===== src/rtl/rtc_pkg.sv =====
// rtc_pkg: shared limits and the compact time type for the rtc_clock_p slice.
package rtc_pkg;

  localparam int SEC_MAX     = 59;
  localparam int MIN_MAX     = 59;
  localparam int HOUR_MAX    = 23;
  localparam int HOUR12_NOON = 12;

  // Compact time triple; the fields hold validated 24-hour values only.
  typedef struct packed {
    logic [4:0] hour;
    logic [5:0] min;
    logic [5:0] sec;
  } rtc_time_t;

endpackage


===== src/rtl/rtc_clock_p_mod_counter.sv =====
// mod_counter: wrap-around counter 0..MAX with load priority and carry-out.
module mod_counter
  import rtc_pkg::*;
#(
  parameter int MAX = 59,
  parameter int W   = 8
) (
  input  logic         clk,
  input  logic         rset,
  input  logic         inc,
  input  logic         load,
  input  logic [W-1:0] load_val,
  output logic [W-1:0] value,
  output logic         carry
);

  localparam logic [W-1:0] MAX_V = W'(MAX);

  logic [W-1:0] value_q, value_d;

  // Load overrides increment; increment wraps from MAX back to zero.
  always_comb begin
    value_d = value_q;
    if (load) begin
      value_d = load_val;
    end else if (inc) begin
      value_d = (value_q == MAX_V) ? '0 : value_q + W'(1);
    end
  end

  // Counter register with synchronous reset.
  always_ff @(posedge clk) begin
    if (rset) begin
      value_q <= '0;
    end else begin
      value_q <= value_d;
    end
  end

  assign value = value_q;
  assign carry = inc && (value_q == MAX_V);

endmodule


===== src/rtl/rtc_clock_p.sv =====
// rtc_clock_p: prescaled hh:mm:ss real-time clock with load, run/pause,
// 12/24-hour display and day rollover pulse.
// Optional alarm logic and ports are built when RTC_ALARM_EN is defined.
module rtc_clock_p
  import rtc_pkg::*;
#(
  parameter int CLK_FREQ = 50000000,
  parameter int CNT_W    = 32,
  parameter int FIELD_W  = 8
) (
  input  logic               clk,
  input  logic               rset,
  input  logic               run,
  input  logic               mode12,
  input  logic               set_vld,
  input  logic [FIELD_W-1:0] set_hour,
  input  logic [FIELD_W-1:0] set_min,
  input  logic [FIELD_W-1:0] set_sec,
  output logic               set_err,
  output logic [FIELD_W-1:0] sec,
  output logic [FIELD_W-1:0] min,
  output logic [FIELD_W-1:0] hour,
  output logic               pm,
  output logic               sec_tick,
  output logic               day_tick
`ifdef RTC_ALARM_EN
  ,
  input  logic               alarm_set,
  input  logic [FIELD_W-1:0] alarm_hour,
  input  logic [FIELD_W-1:0] alarm_min,
  input  logic               alarm_clr,
  output logic               alarm
`endif
);

  localparam logic [CNT_W-1:0]   TERM     = CNT_W'(CLK_FREQ - 1);
  localparam logic [FIELD_W-1:0] SEC_LIM  = FIELD_W'(SEC_MAX);
  localparam logic [FIELD_W-1:0] MIN_LIM  = FIELD_W'(MIN_MAX);
  localparam logic [FIELD_W-1:0] HOUR_LIM = FIELD_W'(HOUR_MAX);
  localparam logic [FIELD_W-1:0] NOON_V   = FIELD_W'(HOUR12_NOON);

  logic [CNT_W-1:0]   cnt_q, cnt_d;
  logic               tick, load_in_range, load_ok, tick_eff;
  logic               sec_carry, min_carry, hour_carry;
  logic [FIELD_W-1:0] sec_int, min_int, hour_int;
  logic               set_err_q, set_err_d;
  logic               sec_tick_q, sec_tick_d;
  logic               day_tick_q, day_tick_d;

  assign tick          = run && (cnt_q == TERM);
  assign load_in_range = (set_hour <= HOUR_LIM) && (set_min <= MIN_LIM) && (set_sec <= SEC_LIM);
  assign load_ok       = set_vld && load_in_range;
  assign tick_eff      = tick && !load_ok;

`ifdef RTC_ALARM_EN
  rtc_time_t alarm_q, alarm_d;
  rtc_time_t land_tick, land_load;
  logic      armed_q, armed_d;
  logic      alarm_flag_q, alarm_flag_d;
  logic      alarm_in_range, alarm_ok, alarm_hit;

  assign alarm_in_range = (alarm_hour <= HOUR_LIM) && (alarm_min <= MIN_LIM);
  assign alarm_ok       = alarm_set && alarm_in_range;
`endif

  // Prescaler: a valid load restarts the second, a pause freezes the phase.
  always_comb begin
    cnt_d = cnt_q;
    if (load_ok) begin
      cnt_d = '0;
    end else if (run) begin
      cnt_d = tick ? '0 : cnt_q + CNT_W'(1);
    end
  end

  // Prescaler register.
  always_ff @(posedge clk) begin
    if (rset) begin
      cnt_q <= '0;
    end else begin
      cnt_q <= cnt_d;
    end
  end

  mod_counter #(.MAX(SEC_MAX), .W(FIELD_W)) u_sec (
    .clk      (clk),
    .rset     (rset),
    .inc      (tick_eff),
    .load     (load_ok),
    .load_val (set_sec),
    .value    (sec_int),
    .carry    (sec_carry)
  );

  mod_counter #(.MAX(MIN_MAX), .W(FIELD_W)) u_min (
    .clk      (clk),
    .rset     (rset),
    .inc      (sec_carry),
    .load     (load_ok),
    .load_val (set_min),
    .value    (min_int),
    .carry    (min_carry)
  );

  mod_counter #(.MAX(HOUR_MAX), .W(FIELD_W)) u_hour (
    .clk      (clk),
    .rset     (rset),
    .inc      (min_carry),
    .load     (load_ok),
    .load_val (set_hour),
    .value    (hour_int),
    .carry    (hour_carry)
  );

  // Pulse sources: a discarded tick produces no sec_tick or day_tick.
  always_comb begin
    sec_tick_d = tick_eff;
    day_tick_d = hour_carry;
    set_err_d  = set_vld && !load_in_range;
`ifdef RTC_ALARM_EN
    set_err_d  = set_err_d || (alarm_set && !alarm_in_range);
`endif
  end

  // One-cycle status pulses aligned with the updated time.
  always_ff @(posedge clk) begin
    if (rset) begin
      set_err_q  <= 1'b0;
      sec_tick_q <= 1'b0;
      day_tick_q <= 1'b0;
    end else begin
      set_err_q  <= set_err_d;
      sec_tick_q <= sec_tick_d;
      day_tick_q <= day_tick_d;
    end
  end

  // Display hour: 24-hour passthrough or 12-hour mapping; stored time untouched.
  always_comb begin
    hour = hour_int;
    pm   = (hour_int >= NOON_V);
    if (mode12) begin
      if (hour_int == '0) begin
        hour = NOON_V;
      end else if (hour_int > NOON_V) begin
        hour = hour_int - NOON_V;
      end
    end
  end

  assign sec      = sec_int;
  assign min      = min_int;
  assign set_err  = set_err_q;
  assign sec_tick = sec_tick_q;
  assign day_tick = day_tick_q;

`ifdef RTC_ALARM_EN
  // Time the clock lands on after a tick or a load, compared against the alarm.
  always_comb begin
    land_tick.sec  = (sec_int == SEC_LIM) ? '0 : 6'(sec_int) + 6'd1;
    land_tick.min  = 6'(min_int);
    land_tick.hour = 5'(hour_int);
    if (sec_int == SEC_LIM) begin
      land_tick.min = (min_int == MIN_LIM) ? '0 : 6'(min_int) + 6'd1;
      if (min_int == MIN_LIM) begin
        land_tick.hour = (hour_int == HOUR_LIM) ? '0 : 5'(hour_int) + 5'd1;
      end
    end
    land_load.hour = 5'(set_hour);
    land_load.min  = 6'(set_min);
    land_load.sec  = 6'(set_sec);
    alarm_hit = armed_q && ((tick_eff && (land_tick == alarm_q)) ||
                            (load_ok && (land_load == alarm_q)));
  end

  // Alarm registers: arm on a valid alarm_set, latch the flag until cleared.
  always_comb begin
    alarm_d      = alarm_q;
    armed_d      = armed_q;
    alarm_flag_d = alarm_flag_q;
    if (alarm_ok) begin
      alarm_d.hour = 5'(alarm_hour);
      alarm_d.min  = 6'(alarm_min);
      alarm_d.sec  = '0;
      armed_d      = 1'b1;
    end
    if (alarm_clr) begin
      alarm_flag_d = 1'b0;
    end else if (alarm_hit) begin
      alarm_flag_d = 1'b1;
    end
  end

  // Alarm state register.
  always_ff @(posedge clk) begin
    if (rset) begin
      alarm_q      <= '0;
      armed_q      <= 1'b0;
      alarm_flag_q <= 1'b0;
    end else begin
      alarm_q      <= alarm_d;
      armed_q      <= armed_d;
      alarm_flag_q <= alarm_flag_d;
    end
  end

  assign alarm = alarm_flag_q;
`endif

endmodule


===== config.mk =====
export PLATFORM = sky130hd
export DESIGN_NAME = rtc_clock_p
export DESIGN_NICKNAME = d
export VERILOG_FILES = /design/src/rtl/rtc_pkg.sv /design/src/rtl/rtc_clock_p_mod_counter.sv /design/src/rtl/rtc_clock_p.sv
export SDC_FILE = /design/constraint.sdc
export NUM_CORES = 1
export LEC_CHECK = 0
export CAP_MARGIN = 20
export CELL_PAD_IN_SITES_DETAIL_PLACEMENT = 0
export CELL_PAD_IN_SITES_GLOBAL_PLACEMENT = 2
export CORE_UTILIZATION = 32
export DETAILED_ROUTE_END_ITERATION = 12
export GPL_ROUTABILITY_DRIVEN = 0
export PLACE_DENSITY = 0.91
export SLEW_MARGIN = 10
export SYNTH_ARGS = -nofsm -noshare
export SYNTH_HDL_FRONTEND = slang
export SYNTH_SLANG_ARGS = --single-unit

===== constraint.sdc =====
create_clock -name clk -period 2.4 [get_ports clk]
set_input_delay 0.48 -clock clk [delete_from_list [all_inputs] [get_ports clk]]
set_output_delay 0.48 -clock clk [all_outputs]
set_load 0.01 [all_outputs]

# After elaboration in Yosys (flattened, before gate mapping)
# Cells that the tools add are included.
[totals] ff_bits=59 latchBits=0 ram_bits=0 romBits=0 in_bits=29 wordCells=50 mem_count=0
[classes] add_sub_neg=5 mul=0 div_mod_pow=0 magnitude_cmp=5 n_eq_ne=4 shift=0 n_mux=13 n_bitwise=0 reduce_logical=16
[ops] cell="$mux 8" count=12
[ops] cell="$add 32x1->32 const B" count=1
[ops] cell="$eq 32x26->1 const B" count=1
[ops] cell="$mux 32" count=1
[ops] cell="$add 8x1->8 const B" count=3
[ops] cell="$eq 8x6->1 const B" count=2
[ops] cell="$le 8x6->1 const B" count=2
[ops] cell="$logic_and 1x1->1" count=9
[ops] cell="$eq 8x5->1 const B" count=1
[ops] cell="$ge 8x4->1 const B" count=1
[ops] cell="$gt 8x4->1 const B" count=1
[ops] cell="$le 8x5->1 const B" count=1
[ops] cell="$logic_not 8->1" count=1
[ops] cell="$sub 8x4->8 const B" count=1
[ops] cell="$reduce_bool 2->1" count=3
[ops] cell="$logic_not 1->1" count=2
[ops] cell="$reduce_or 2->1" count=1

# Depth between registers and ports, before layout
[logic_depth] ltp_word=10 depth_mapped=8

# By module
# Synthesis repeated with hierarchy kept, for this count alone.
[unflattened] hier_cells=395 area_unflattened_um2=3422.0
[by_module_without_submodules] mod="rtc_clock_p" n_inst=1 cells_per_inst=217 area_per_inst_um2=1903.1 seq_area_each_um2=700.7
[by_module_without_submodules] mod="mod_counter (u_min ...)" n_inst=2 cells_per_inst=59 area_per_inst_um2=510.5 seq_area_each_um2=160.2
[by_module_without_submodules] mod="mod_counter (u_hour)" n_inst=1 cells_per_inst=60 area_per_inst_um2=498.0 seq_area_each_um2=160.2

# Least setup slack after synthesis
# OpenSTA, ideal clock, no wires.
[synth_path] kind="input port to flip-flop" startpoint="input port run" endpoint="register u_hour.value_q[6] (netlist: u_hour.value[6])" arrival_ps=2136 setup_slack_ps=194 path_stages=7 path_buffers=2 cell_sequence="clkbuf_2 -> nor4b_4 -> nand4_2 -> or4_1 -> clkbuf_2 -> or4_1 -> a21oi_1"
[synth_via] elab_chain_cells=5
[synth_rtl] element="start: declaration" line="rtc_clock_p.sv:13" source="input logic run,"
[synth_rtl] element="$logic_and 1x1->1" line="rtc_clock_p.sv:50" source="assign tick = run && (cnt_q == TERM);"
[synth_rtl] element="$logic_and 1x1->1" line="rtc_clock_p.sv:53" source="assign tick_eff = tick && !load_ok;"
[synth_rtl] element="$logic_and 1x1->1 (2 in a row)" line="rtc_clock_p_mod_counter.sv:41" source="assign carry = inc && (value_q == MAX_V);"
[synth_rtl] element="$reduce_bool 2->1 (no line)"
[synth_rtl] element="end signal: assignment" line="rtc_clock_p_mod_counter.sv:36" source="value_q <= value_d;"
[synth_rtl] element="end: declaration" line="rtc_clock_p_mod_counter.sv:19" source="logic [W-1:0] value_q, value_d;"
# Every way passes these cells.
# A chain may end at the register's enable or synchronous reset.

# Final worst setup path
[layout_path] startpoint="register u_hour.value_q[1] (netlist: u_hour.value[1])" endpoint="output port hour[6]"
[layout_via] elab_chain_cells=4 elab_cells_between_ends=6
[layout_rtl] element="$sub 8x4->8 or $gt 8x4->1 (tied branches)" line="rtc_clock_p.sv:146, rtc_clock_p.sv:145"
[layout_rtl] element="$mux 8" line="rtc_clock_p.sv:145" source="end else if (hour_int > NOON_V) begin"
[layout_rtl] element="$mux 8 *" line="rtc_clock_p.sv:143" source="if (hour_int == '0) begin"
[layout_rtl] element="$mux 8 *" line="rtc_clock_p.sv:142" source="if (mode12) begin"
[layout_rtl] element="end: declaration" line="rtc_clock_p.sv:22" source="output logic [FIELD_W-1:0] hour,"
# Mark *: on every way between the ends. The rest lies on a longest branch, timed or not.

==> results by group <==
Pwr
  – Power, Total: 2.04 mW
  – PD cells: 436 nW/um^2
  – Leak: 1.80 nW
  – Max VDD drop: 0.000246 V

Floorplanning
  – Die Wd: 105 um
  – Initial core utilization: 32.9%
  – Die Ht: 105 um
  – Die area: 11000 sq um
  – IO Pins: 57
  – Core area: 10300 sq um
  – Num rows: 37

Synth
  – Cell variety after synth: 56
  – Mean post-synth cell area: 8.29 sq um
  – Synthesis-stage register bit count: 59
  – Post-synth ARST share: 0%
  – Syn Inst Count: 410
  – Netlist Area Pre-Place: 3400 sq um
  – Yosys warns: 0
  – Syn Nets: 447
  – Number of synthesized flops with an enable pin: 0
  – Register area share after synthesis: 34.7%
  – Ys flop type: dfxtp_1

Setup path
  – Worst Path Class, Setup: reg -> out
  – Critical Path AT: 1.87 ns
  – Reg-to-reg critical path startpoint: u_sec.value[1]$_SDFFE_PP0P_
  – Required @ worst endpoint: 1.92 ns
  – Critical path launch point type: register
  – Crit end category: primary output
  – Critical path startpoint: u_hour.value[1]$_SDFFE_PP0P_
  – CP Max Fanout: 4

CTS
  – CTS H-tree lvls: 3
  – Cts hold-fix bufs: 0
  – Clk sinks: 59
  – Clock Path Buffers: 2
  – Total CTS buffers: 9
  – Clock insertion delay at the later pin of the skew report: 0.34 ns
  – Root Buffer: clkbuf_8
  – Clock tree from TritonCTS: yes
  – Worst-path clk slew: 0.07 ns

Timing
  – Relative slew slack: 66.3%
  – Least-Margin Pin Slew: 0.504 ns
  – Worst Slack Setup Final: 0.0522 ns
  – Final hold vios: 0
  – # setup viols final: 0
  – Final min period: 2.35 ns
  – Max-slew violation count: 0
  – Fmax: 0.426 GHz
  – Unrepaired setup endpoints after global routing: yes
  – Final worst path period share: 97.8%
  – Hold WS: 0.499 ns
  – Skew final: 0.0133 ns

Routing
  – DRC errors left: 0
  – Vias per cell: 5.18
  – Routed length per placed instance: 14.0 um
  – WL final: 9140 um
  – Starting DRT DRC Count: 159
  – Pre-antenna DRT Iters: 4
  – Routed via count: 3393
  – Antenna Nets Post-Route: 0

Cells and area
  – Final Util: 45.4%
  – Layout Nets: 551
  – Area Growth Syn to Fin: 37.9%
  – Final Non-Filler Cells: 655
  – Share of cells above drive strength 1: 20.0%
  – Most common library cell in the layout ignoring fill and taps: dfxtp_1
  – Most frequent cells in the layout: dfxtp_1 (58), nor2_1 (53), buf_4 (53)
  – Antenna cells: 0

Min path
  – Worst min path class: reg -> reg
  – Hold_sp: cnt_q[1]$_SDFFE_PP0P_

Placement
  – DP Worst Slack: -0.382 ns
  – # port buffers: 56
  – Dpl hpwl: 6920 um
  – Dpl cells: 636

Global route
  – Vias in the first global route: 3397
  – First-pass GRT wire length: 15600 um
  – Congestion Overflow GR: 0
  – Antenna violations before repair: 0
  – Global Route Usage Sum: 17.4%
  – Largest net degree at the start of global routing: 31

Run
  – Max cap viols: 0

Status
  – Status: finished, final reports clean
## cell type report
type / instances / area (sq um)
flip-flops and latches: 59 / 1180
fillers: 1005 / 5630
multi-input cells: 322 / 2130
repair buffers: 110 / 962
clock inverters: 4 / 48.8
well taps: 136 / 170
clock buffers: 12 / 155
inverters: 12 / 45.0
## per-stage QoR
step	area [sq um]	setup TNS (ns)
2_1_floorplan	3400	0
3_3_place_gp	4430	-3.03
3_5_place_dp	4430	-3.86
4_1_cts	4650	-0.0324
5_1_grt	4690	-0.134
6_report	4690	0
## state kept, by name (all words and copies together), names as in the netlist
signal and flops:
cnt_q 32, u_hour.value 8, u_min.value 8, u_sec.value 8
day_tick 1, sec_tick 1, set_err 1
## critical path, cell delays in order (launching register included)
cell             delay, ns
dfxtp_1               0.33
inv_1                 0.05
ha_2                  0.18
nand2b_4              0.13
a21bo_4               0.23
nor4_2                0.17
xor2_1                0.18
clkdlybuf4s15_1       0.25
## synthesized netlist by cell type, types with 2 or more instances
library cell	count	area share (%)
a21oi_1	13	1.9
dfxtp_1	59	35
nand2_1	39	4.3
nor3_1	10	1.5
nand4_1	22	4.0
and4_2	3	0.88
clkbuf_2	2	0.29
nor4b_2	3	1.3
and4_1	4	1.0
clkbuf_1	9	0.99
o31ai_1	7	1.5
or4_1	7	1.5
xnor2_1	14	3.6
ha_1	8	2.9
or3_1	7	1.3
and3_1	11	2.0
buf_6	4	1.3
xor2_1	17	4.4
nand3_1	19	2.8
nor4_1	10	1.8
a32oi_1	2	0.52
nand2b_1	5	0.92
nor2_1	53	5.8
inv_1	12	1.3
o211ai_1	3	0.66
a211oi_1	6	1.3
and3_2	3	0.66
nor4_2	2	0.74
a31oi_1	2	0.37
a311oi_1	6	1.5
and2_1	7	1.3
nor2b_1	2	0.37
mux2i_1	6	1.8
o21ai_0	11	1.6
## timing repair
item | CTS | global route
gates resized for setup | 21 | 9
pin swaps | 4 | 4
setup buffers | 1 | 2
setup endpoints to repair | 8 | 9
## kinds of logic after synthesis
family | count (synthesis) | share of synthesized area, %
compound gates | 58 | 11.9
xor+xnor | 31 | 7.98
fa+ha+maj | 8 | 2.94
buf+inv | 29 | 4.30
flops | 59 | 34.7
mux | 6 | 1.77
simple gates | 219 | 36.4
## path summary, 6_finish.rpt
check,endpoint,depth (start not counted),slack [ns]
worst min-delay path,cnt_q[1]$_SDFFE_PP0P_,2,0.50
worst max-delay path,hour[6],7,0.05
worst max register to register,u_hour.value[6]$_SDFFE_PP0P_,6,0.17
worst min register to register,cnt_q[1]$_SDFFE_PP0P_,2,0.50
## power by group
part / switching (mW) / internal [mW]
clock network: 0.410 / 0.535
registers: 0.00308 / 0.983
logic: 0.0470 / 0.0661
total: 0.460 / 1.58
## per-layer routing
metal  vias up  wire (um)  global-route usage [%]
met1      1594       4220                    21.3
met5         -          0                       0
met2        85       4340                    30.0
li1       1705          -                       -
met4         0         90                    4.73
met3         9        501                    4.55
Note: power is estimated with default switching activity, not from simulation.
